File: config.mk
export PLATFORM = sky130hd
export DESIGN_NAME = execute_stage
export DESIGN_NICKNAME = d
export VERILOG_FILES = /design/src/rtl/execute_stage.sv
export SDC_FILE = /design/constraint.sdc
export NUM_CORES = 1
export LEC_CHECK = 0
export ABC_AREA = 0
export BUFFER_PORTS_ARGS = -buffer_cell sky130_fd_sc_hd__buf_2
export CORE_MARGIN = 2
export CORE_UTILIZATION = 45
export CTS_BUF_LIST = sky130_fd_sc_hd__clkbuf_4 sky130_fd_sc_hd__clkbuf_8 sky130_fd_sc_hd__clkbuf_16
export CTS_CLUSTER_SIZE = 8
export DETAILED_ROUTE_END_ITERATION = 8
export PLACE_DENSITY_LB_ADDON = 0.2
export SYNTH_ARGS = -nofsm -noshare
export SYNTH_HDL_FRONTEND = slang
export SYNTH_SLANG_ARGS = --single-unit
File: constraint.sdc
create_clock -name clk -period 6.2 [get_ports clk]
set_input_delay 0.93 -clock clk [delete_from_list [all_inputs] [get_ports clk]]
set_output_delay 0.93 -clock clk [all_outputs]
set_load 0.01 [all_outputs]
File: src/rtl/execute_stage.sv
// execute_stage: RV32 EX stage with operand forwarding, ALU, branch/jump resolution,
// a multi-cycle restoring divu/remu unit and the EX/MEM pipeline register.
// Ports: clk, reset (async, active-high); ID/EX control and operands (*_e);
// forwarding selects/values (forward_a_e, forward_b_e, result_w, alu_result_fwd_m);
// pc_src_e/pc_target_e redirect; stall_e front-end hold; ex_mem_* registered outputs.
module execute_stage (
    input  logic        clk,
    input  logic        reset,
    input  logic        regwrite_e,
    input  logic        memwrite_e,
    input  logic        jump_e,
    input  logic        branch_e,
    input  logic        jalr_e,
    input  logic [1:0]  result_src_e,
    input  logic [3:0]  alu_control_e,
    input  logic        alu_src_e,
    input  logic [2:0]  funct3_e,
    input  logic [31:0] rd1_e,
    input  logic [31:0] rd2_e,
    input  logic [31:0] imm_ext_e,
    input  logic [31:0] pc_e,
    input  logic [31:0] pc_plus_4_e,
    input  logic [4:0]  rd_e,
    input  logic [1:0]  forward_a_e,
    input  logic [1:0]  forward_b_e,
    input  logic [31:0] result_w,
    input  logic [31:0] alu_result_fwd_m,
    output logic        pc_src_e,
    output logic [31:0] pc_target_e,
    output logic        stall_e,
    output logic        ex_mem_regwrite,
    output logic        ex_mem_memwrite,
    output logic [1:0]  ex_mem_result_src,
    output logic [31:0] ex_mem_alu_result,
    output logic [31:0] ex_mem_writedata,
    output logic [31:0] ex_mem_pc_plus_4,
    output logic [4:0]  ex_mem_rd
);
    typedef enum logic [1:0] {IDLE, BUSY, DONE} div_state_t;
    div_state_t  state;
    logic [4:0]  cnt;
    logic [31:0] quo, rem, dvsr;
    logic [31:0] src_a, fwd_b, src_b, alu_result;
    logic [32:0] rem_sh, rem_diff;
    logic        is_div, cond, ge;

    assign src_a = forward_a_e == 2'b01 ? result_w :
                   forward_a_e == 2'b10 ? alu_result_fwd_m : rd1_e;
    assign fwd_b = forward_b_e == 2'b01 ? result_w :
                   forward_b_e == 2'b10 ? alu_result_fwd_m : rd2_e;
    assign src_b = alu_src_e ? imm_ext_e : fwd_b;

    assign is_div  = alu_control_e == 4'b1100 || alu_control_e == 4'b1101;
    assign stall_e = !reset && (state == BUSY || (state == IDLE && is_div));

    // quo doubles as the dividend shift register; its MSB feeds the partial remainder
    assign rem_sh   = {rem, quo[31]};
    assign rem_diff = rem_sh - {1'b0, dvsr};
    assign ge       = !rem_diff[32];

    always_ff @(posedge clk or posedge reset) begin
        if (reset) begin
            state <= IDLE;
            cnt   <= '0;
            quo   <= '0;
            rem   <= '0;
            dvsr  <= '0;
        end else begin
            case (state)
                IDLE: if (is_div) begin
                    quo   <= src_a;
                    rem   <= '0;
                    dvsr  <= src_b;
                    cnt   <= '0;
                    state <= BUSY;
                end
                BUSY: begin
                    rem   <= ge ? rem_diff[31:0] : rem_sh[31:0];
                    quo   <= {quo[30:0], ge};
                    cnt   <= cnt + 5'd1;
                    state <= cnt == 5'd31 ? DONE : BUSY;
                end
                default: state <= IDLE;
            endcase
        end
    end

    always_comb begin
        alu_result = '0;
        case (alu_control_e)
            4'b0000: alu_result = src_a + src_b;
            4'b0001: alu_result = src_a - src_b;
            4'b0010: alu_result = src_a & src_b;
            4'b0011: alu_result = src_a | src_b;
            4'b0100: alu_result = src_a ^ src_b;
            4'b0101: alu_result = {31'b0, $signed(src_a) < $signed(src_b)};
            4'b0110: alu_result = {31'b0, src_a < src_b};
            4'b0111: alu_result = src_a << src_b[4:0];
            4'b1000: alu_result = src_a >> src_b[4:0];
            4'b1001: alu_result = $signed(src_a) >>> src_b[4:0];
            4'b1010: alu_result = src_b;
            4'b1100: alu_result = quo;
            4'b1101: alu_result = rem;
            default: alu_result = '0;
        endcase
    end

    always_comb begin
        cond = 1'b0;
        case (funct3_e)
            3'b000:  cond = src_a == fwd_b;
            3'b001:  cond = src_a != fwd_b;
            3'b100:  cond = $signed(src_a) < $signed(fwd_b);
            3'b101:  cond = $signed(src_a) >= $signed(fwd_b);
            3'b110:  cond = src_a < fwd_b;
            3'b111:  cond = src_a >= fwd_b;
            default: cond = 1'b0;
        endcase
    end

    assign pc_src_e    = !stall_e && (jump_e || (branch_e && cond));
    assign pc_target_e = jalr_e ? ((src_a + imm_ext_e) & ~32'd1) : pc_e + imm_ext_e;

    // a stalled EX slot drains as a bubble so MEM never sees a half-finished divide
    always_ff @(posedge clk or posedge reset) begin
        if (reset) begin
            ex_mem_regwrite   <= 1'b0;
            ex_mem_memwrite   <= 1'b0;
            ex_mem_result_src <= '0;
            ex_mem_alu_result <= '0;
            ex_mem_writedata  <= '0;
            ex_mem_pc_plus_4  <= '0;
            ex_mem_rd         <= '0;
        end else begin
            ex_mem_regwrite   <= !stall_e && regwrite_e;
            ex_mem_memwrite   <= !stall_e && memwrite_e;
            ex_mem_result_src <= stall_e ? 2'b00 : result_src_e;
            ex_mem_alu_result <= stall_e ? 32'd0 : alu_result;
            ex_mem_writedata  <= stall_e ? 32'd0 : fwd_b;
            ex_mem_pc_plus_4  <= stall_e ? 32'd0 : pc_plus_4_e;
            ex_mem_rd         <= stall_e ? 5'd0 : rd_e;
        end
    end
endmodule
== Word level (Yosys, flattened, before mapping) ==
Cells that the tools add are included.

* Output and inout port bits: 139
* Input bits: 250
* Logic and storage cells: 97
* Flip-flop bits (word level): 208

* Bitwise gates (word level): 3
* Reduce and logical (&&, ||, !) cells: 18
* $lt $le $gt $ge: 6
* Shifts and indexed selects: 3
* Add/sub/neg operators: 6
* Mux-type cells: 23
* Equal/unequal tests: 26

{| class="wikitable"
|+ Operators with widths
! operator !! count
|-
| 32-bit one-hot mux with 13 select lines || 1
|-
| 32-bit 2-to-1 mux || 12
|-
| 32-bit < comparator || 4
|-
| 32-bit one-hot mux with 2 select lines || 2
|-
| 32-bit adder || 3
|-
| 32-bit >= comparator || 2
|-
| 33-bit by 32-bit subtractor with 33-bit output || 1
|-
| 32-bit AND || 1
|-
| 32-bit equality test || 1
|-
| 32-bit != test || 1
|-
| 32-bit bitwise OR || 1
|-
| 32-bit by 5-bit left shift with 32-bit output || 1
|-
| 32-bit by 5-bit right shift with 32-bit output || 1
|-
| 32-bit by 5-bit >>> shifter with 32-bit output || 1
|-
| 32-bit subtractor || 1
|-
| 32-bit bitwise XOR || 1
|-
| 4-bit equality test (second input constant) || 5
|-
| 4-bit by 3-bit equality test with 1-bit output (second input constant) || 4
|-
| 3-bit equality test (second input constant) || 4
|-
| 5-bit 2-to-1 mux || 2
|-
| 5-bit one-hot mux with 2 select lines || 1
|-
| 4-bit by 2-bit equality test with 1-bit output (second input constant) || 2
|-
| 2-bit by 1-bit equality test with 1-bit output (second input constant) || 3
|-
| 1-bit logical AND || 6
|-
| 16 further kinds || 24
|}

== Longest topological paths before layout ==
Gate-level depths: netlist of the first run.

* Depth in word-level cells: 8
* Gate-level depth with buffers: 21
* Gate-level depth less buffers: 18

== Least setup slack after synthesis of the first run ==
Ideal clock, no wire load.

* Path kind: in2out
* Start point: in forward_a_e[0]
* End point: out pc_target_e[30]
* Buffers on the path: 3
* Stages: 17
* Required time: 5.270 ns
* Path slack: 0.497 ns
* Data arrival time: 4.773 ns
* Cells stage by stage: clkbuf_1 > clkbuf_1 > clkbuf_1 > a211oi_1 > a21oi_1 > ha_1 > a21oi_1 > o21ai_1 > a2111oi_0 > nor2_1 > a21oi_1 > o21ai_1 > a21o_1 > a2111o_1 > o21ai_0 > xor2_1 > mux2i_1

* Longest elaborated chain between the ends: 5
* Elaborated cells on any way between the ends: 6
* Those cells by class: add/sub: 1; eq/ne: 2; mux: 3

{| class="wikitable"
|+ Ends and longest elaborated chain
! item !! RTL line !! RTL
|-
| start, declared || 24 || <nowiki>input logic [1:0] forward_a_e,</nowiki>
|-
| 2-bit equality test || 48 || <nowiki>forward_a_e == 2'b10 ? alu_result_fwd_m : rd1_e;</nowiki>
|-
| 32-bit 2-to-1 mux || 48 ||
|-
| 32-bit 2-to-1 mux (*) || 47 || <nowiki>assign src_a = forward_a_e == 2'b01 ? result_w :</nowiki>
|-
| 32-bit adder (*) || 122 || <nowiki>assign pc_target_e = jalr_e ? ((src_a + imm_ext_e) & ~32'd1) : pc_e + imm_ext_e;</nowiki>
|-
| 32-bit 2-to-1 mux (*) || 122 ||
|-
| end, declared || 29 || <nowiki>output logic [31:0] pc_target_e,</nowiki>
|}

Mark *: on every way between the ends. The rest lies on a longest branch, timed or not.

== Final worst setup path of the first run ==
* Start point: in forward_a_e[1]
* End point: out pc_target_e[30]

The elaborated chain is that of the path after synthesis.

==> results of run 1 <==
worst register-to-register path, stage by stage (launching register included):
cell and delay (ns):
dfrtp_1 0.43, inv_1 0.10, ha_1 0.17, inv_1 0.06, fa_1 0.40, a21o_1 0.21, a21oi_1 0.22, o21bai_1 0.12
a211oi_1 0.33, nor3_1 0.13, o31ai_1 0.39, and2_1 0.24, a211o_1 0.14, buf_4 0.44, nand2_1 0.33, a31oi_1 0.23
a221o_1 0.13
what timing repair did:
| action | 4_1_cts | 5_1_grt |
|---|---|---|
| setup endpoints to repair | 1 | 4 |
| gates resized for setup | 1 | 4 |
| setup buffers | 0 | 0 |
| hold endpoints to repair | 0 | 0 |
final cells by class:
type | instances | share of cell area
timing repair buffer | 526 | 0.108
tap | 688 | 0.0308
inverter | 177 | 0.0239
clock inverter | 3 | 0.00197
clock buffer | 37 | 0.0300
antenna | 5 | 0.000447
multi-input combinational | 2547 | 0.619
sequential | 208 | 0.186
how the worst max path moves through the flow:
| stage | to | slack (ns) | from |
|---|---|---|---|
| 3_3_place_gp | pc_target_e[30] | -0.02 | forward_a_e[1] |
| 5_1_grt | pc_target_e[30] | 0.01 | forward_a_e[1] |
| 2_1_floorplan | pc_target_e[30] | 0.50 | forward_a_e[0] |
| 3_5_place_dp | pc_target_e[30] | -0.04 | forward_a_e[1] |
| 6_report | pc_target_e[30] | 0.15 | forward_a_e[1] |
| 4_1_cts | pc_target_e[30] | 0.05 | forward_a_e[1] |
state kept, by name (all words and copies together), names as in the netlist:
signal	flops
cnt	5
dvsr	32
ex_mem_alu_result	32
ex_mem_memwrite	1
ex_mem_pc_plus_4	32
ex_mem_rd	5
ex_mem_regwrite	1
ex_mem_result_src	2
ex_mem_writedata	32
quo	32
rem	32
state	2
power groups by stage:
| stage | sequential, mW | clock (mW) | combinational, mW |
|---|---|---|---|
| after global placement | 2.25 | 0 | 6.08 |
| after CTS | 2.25 | 1.66 | 6.27 |
| after floorplan | 2.16 | 0 | 4.34 |
| after global routing | 2.31 | 1.72 | 6.95 |
| after detailed placement | 2.27 | 0 | 6.22 |
| final | 2.27 | 1.65 | 6.40 |
cell families after synthesis:
logic type               after synthesis
XOR/XNOR                              97
buffers and inverters                380
multiplexers                         177
AO/OA/AOI/OAI                       1176
AND/OR/NAND/NOR                      869
flip-flops                           208
adder cells (fa/ha/maj)              228
stage by stage:
stage	hold slack, ns	util	instances
5_1_grt	0.496	0.532	4188
2_1_floorplan	0.450	-	3135
3_3_place_gp	0.466	0.515	4146
6_report	0.477	0.532	4191
3_5_place_dp	0.471	0.515	4146
4_1_cts	0.483	0.532	4186
synthesized netlist by cell type, types with 44 or more instances:
cell type and number:
o211ai_1 46, mux2i_1 142, nand2_1 312, nor2_1 261, nor3_1 55, clkbuf_1 149
dfrtp_1 208, o21ai_1 92, nor2b_1 72, a21o_1 78, a211oi_1 61, a21oi_1 256
ha_1 223, o21a_1 44, inv_1 166, o21ai_0 215, xnor2_1 61
layer usage:
metal | track usage | up-vias | wire length (um)
li1 | - | 12200 | -
met1 | 0.536 | 13200 | 46200
met2 | 0.661 | 1870 | 52300
met3 | 0.0780 | 371 | 12400
met4 | 0.280 | 2 | 9430
met5 | 0 | - | 10
==> flow_summary.yaml, run 1 <==
synthesis:
  synthXorXnorAreaFrac: 0.0356
  syn_area_sq_um: 23900
  synth-seq-area-share: 0.218
  syn-num-nets: 3613
  synth_cells: 3135
  synthSimpleGateAreaFrac: 0.165
  synthArstFlopShare: 1.00
  yosysWarnings: 0
  synth_area_leaders: "dfrtp_1 22%, ha_1 12%, mux2i_1 5.9%"
  synth_top_family_by_area: "compound AO/OA/AOI/OAI gates"
  yosys.cell_types.count: 88
  ys_ff_latch: 208
  synth_ff_type: "dfrtp_1"
  synth_compound_area_frac: 0.323
  synth_edf_count: 0
  yosysTopAreaCell: "dfrtp_1"
  synth_area_per_cell_sq_um: 7.62
  muxShareOfSynthArea: 0.0765
  yosys.area_share.adder: 0.121
  post-synth-top-area-fraction: 0.218
placed_design:
  port_buffers: 388
  dpl_cell_area_sq_um: 27000
  place_ws_ns: -0.0441
  routabilityCongestion: 1.07
  dp.final_hpwl_mm: 95.1
sta:
  rsz0062_at_grt: "no"
  finalSetupTns_ns: 0
  maxSlewHeadroom: 0.315
  fmax_mhz: 165
  fin_crit_ns: 6.05
  hold_viol_final: 0
  min_period_over_period: 0.976
  tightestPinTransition_ns: 1.02
  clock_skew_ns: 0.0374
  final.setup.worst_slack_ns: 0.151
  setup_viol: 0
  maxSlewViolCount: 0
clocking:
  ctsHoldBuffers: 0
  root_buffer: "clkbuf_16"
  clk_latency_ns: 0.62
  tritoncts: "done"
  clockBufferDepth: 3
  clkTransAtPathRegs_ns: 0.06
  htreeDepth: 1
  numCtsBuffers: 31
  cts_sinks: 208
final_layout:
  layout-drive-gt1-share: 0.185
  postLayoutCellArea_sq_um: 28000
  area_growth_pct: 17.1
  finalNetCount: 3969
  final_common_cell: "buf_2"
  layout_common_cells: "387 x buf_2, 312 x nand2_1, 259 x nor2_1, 256 x a21oi_1, 223 x ha_1"
  final-seq-area_sq_um: 5200
  multi_input_area_sq_um: 17300
  fillCellCount: 5107
floorplan:
  core_sq_um: 52600
  start_util: 0.455
  io_pins: 389
  die_height_um: 234
  die-area_sq_um: 55000
  rows: 84
  die_w_um: 234
worst_setup_path:
  arrival_ns: 5.12
  cp-start-kind: "input pin"
  slowest_delay_ns: 0.47
  r2r_setup_slack_ns: 2.06
  cp.depth: 18
  worstSetupEndpointType: "primary output"
  crit_path_cell_trace: "buf_4 > mux2i_1 > mux2_2 > inv_1 > and2_1 > fa_1 > a21oi_1 > o21ai_1 > a2111oi_2 > nor2_1 > a21oi_1 > o21ai_1 > a21o_1 > a2111o_1 > o21ai_0 > xor2_1 > mux2i_1 > buf_2"
  timing.rr.start: "quo[31]"
  cp_max_fo: 23
  reg2reg_to: "rem[25]"
  slowest_stage: "a2111oi_2"
  path_class: "input pin to primary output"
  cp.buffers_inverters: 3
  cp_top_family: "compound AO/OA/AOI/OAI gates"
  crit_required_ns: 5.27
  reg2regPathDepth: 16
worst_hold_path:
  hold_path_class: "flip-flop to flip-flop"
  holdPathEnd: "dvsr[6]"
  holdPathStages: 2
  hold_start: "dvsr[6]"
global_route:
  grtUsageTotal: 0.424
  grt_max_degree: 116
  antenna_found_initial: 6
  grt_pass1_wl_mm: 172
  grt_pass1_vias: 26200
  grt_overflow: 0
route:
  ant_nets: 0
  vias: 27600
  wl_per_cell_um: 28.7
  drc_errors: 0
  via_per_inst: 6.59
  dr.pass1.iters: 7
  postRouteWirelength_mm: 120
  drt-initial-drc-count: 3414
flow_run:
  drv_cap: 0
power:
  p_sw_mw: 5.02
  finalPower_mw: 10.3
  ir_drop_v: 0.000384
  p_seq_frac: 0.220
  cellLeakagePower_nw: 13.3
  intPower_mw: 5.30
  clockPowerShare: 0.160
  comb_power_share: 0.620
  switching_share: 0.486
  power_density_nw_per_um2: 369
status:
  status: "finished clean"
No activity file was read; power rests on OpenSTA's default activity.
==> inputs of run 2 (changes only) <==
CORE_UTILIZATION = 25   (was 45)
==> flow_summary.yaml, run 2 (synthesis results as in run 1) <==
status:
  status: "finished clean"
final_layout:
  layout_common_cells: "387 x buf_2, 311 x nand2_1, 258 x nor2_1, 256 x a21oi_1, 223 x ha_1"
  area_growth_pct: 20.3
  postLayoutCellArea_sq_um: 28700
  final_util: 0.303
  finalNetCount: 3957
  layout-drive-gt1-share: 0.184
  final_common_cell: "buf_2"
worst_setup_path:
  worstSetupEndpointType: "primary output"
  slowest_delay_ns: 0.43
  r2r_setup_slack_ns: 1.72
  crit_path_cell_trace: "buf_4 > buf_12 > mux2_2 > o21ai_1 > inv_1 > ha_1 > o21ai_0 > nor2_1 > or4_1 > a221oi_2 > a31oi_1 > o21ai_1 > nand2_1 > buf_4 > a21o_1 > a21oi_1 > xor2_1 > a21oi_1 > buf_2"
  arrival_ns: 4.92
  path_class: "input pin to primary output"
  cp-start-kind: "input pin"
  timing.rr.start: "quo[31]"
  slowest_stage: "or4_1"
  crit_required_ns: 5.27
  cp_max_fo: 50
  reg2reg_to: "rem[25]"
  reg2regPathDepth: 15
sta:
  fin_crit_ns: 5.85
  clock_skew_ns: 0.0308
  setup_viol: 0
  tightestPinTransition_ns: 1.08
  fmax_mhz: 171
  maxSlewViolCount: 0
  rsz0062_at_grt: "no"
  maxSlewHeadroom: 0.277
  finalSetupTns_ns: 0
  min_period_over_period: 0.944
  hold_viol_final: 0
global_route:
  grt_max_degree: 105
  antenna_found_initial: 13
  grt_pass1_vias: 25800
  grtUsageTotal: 0.239
  grt_pass1_wl_mm: 176
  grt_overflow: 0
clocking:
  clkTransAtPathRegs_ns: 0.05
  numCtsBuffers: 34
  tritoncts: "done"
  cts_sinks: 208
  clockBufferDepth: 3
  htreeDepth: 2
  clk_latency_ns: 0.58
  root_buffer: "clkbuf_16"
  ctsHoldBuffers: 0
route:
  vias: 26300
  postRouteWirelength_mm: 121
  wl_per_cell_um: 25.5
  via_per_inst: 5.52
  drc_errors: 0
  ant_nets: 0
  drt-initial-drc-count: 2212
  dr.pass1.iters: 6
placed_design:
  routabilityCongestion: 0.996
  port_buffers: 388
  dp.final_hpwl_mm: 95.6
  dpl_cell_area_sq_um: 27700
floorplan:
  rows: 113
  die-area_sq_um: 98100
  die_height_um: 313
  die_w_um: 313
  core_sq_um: 94900
  io_pins: 389
  start_util: 0.252
power:
  ir_drop_v: 0.000284
  finalPower_mw: 10.5
  power_density_nw_per_um2: 364
  cellLeakagePower_nw: 13.3
worst_hold_path:
  hold_path_class: "flip-flop to flip-flop"
  holdPathEnd: "dvsr[20]"
  hold_start: "dvsr[20]"
  holdPathStages: 2
flow_run:
  drv_cap: 0
-- run 2: worst max-delay path by stage --
stage,from,endpoint,slack [ns],depth (start not counted)
floorplan,forward_a_e[0],pc_target_e[30],0.50,17
global placement,forward_a_e[1],pc_target_e[27],0.24,18
detailed placement,forward_a_e[1],pc_target_e[27],0.25,18
CTS,forward_a_e[1],pc_target_e[27],0.24,18
global route,forward_a_e[1],pc_target_e[30],0.07,18
finish,forward_a_e[1],pc_target_e[23],0.35,19
-- run 2: critical path: cells and delay by family --
family | cells | cell delay, ns
buf+inv | 5 | 0.92
simple gates | 3 | 0.63
mux | 1 | 0.37
fa+ha+maj | 1 | 0.34
xor+xnor | 1 | 0.18
compound gates | 8 | 1.51
-- run 2: where the power goes --
group          switching, mW  internal, mW  total (mW)
clock network          0.747          1.10        1.85
logic                   3.84          2.47        6.31
registers              0.459          1.85        2.30
-- run 2: layout make-up --
class | instances | area [sq um]
fill | 10300 | 66100
clock inverter | 7 | 108
antenna | 4 | 10.0
clock buffer | 43 | 931
inverter | 177 | 668
multi-input combinational | 2547 | 17300
tap | 1265 | 1580
sequential | 208 | 5200
timing repair buffer | 511 | 2920
-- run 2: layer usage --
layer,wire (um),track usage,vias to the layer above
met5,39,0,-
met4,5150,0.0960,6
met3,8310,0.0383,212
met2,56100,0.396,1128
met1,51700,0.308,12700
li1,-,-,12200
-- run 2: per-stage QoR --
| stage | std cells | hold WS, ns | setup slack, ns |
|---|---|---|---|
| detailed placement | 4708 | 0.470 | 0.249 |
| floorplan | 3135 | 0.450 | 0.497 |
| global placement | 4708 | 0.463 | 0.241 |
| finish | 4762 | 0.476 | 0.347 |
| CTS | 4758 | 0.481 | 0.236 |
| global route | 4759 | 0.495 | 0.0738 |
-- run 2: what timing repair did --
action | CTS | global route
buffers inserted | 0 | 0
endpoints found under the hold margin | 0 | 0
gates resized for setup | 0 | 3
endpoints found under the setup margin | 0 | 6
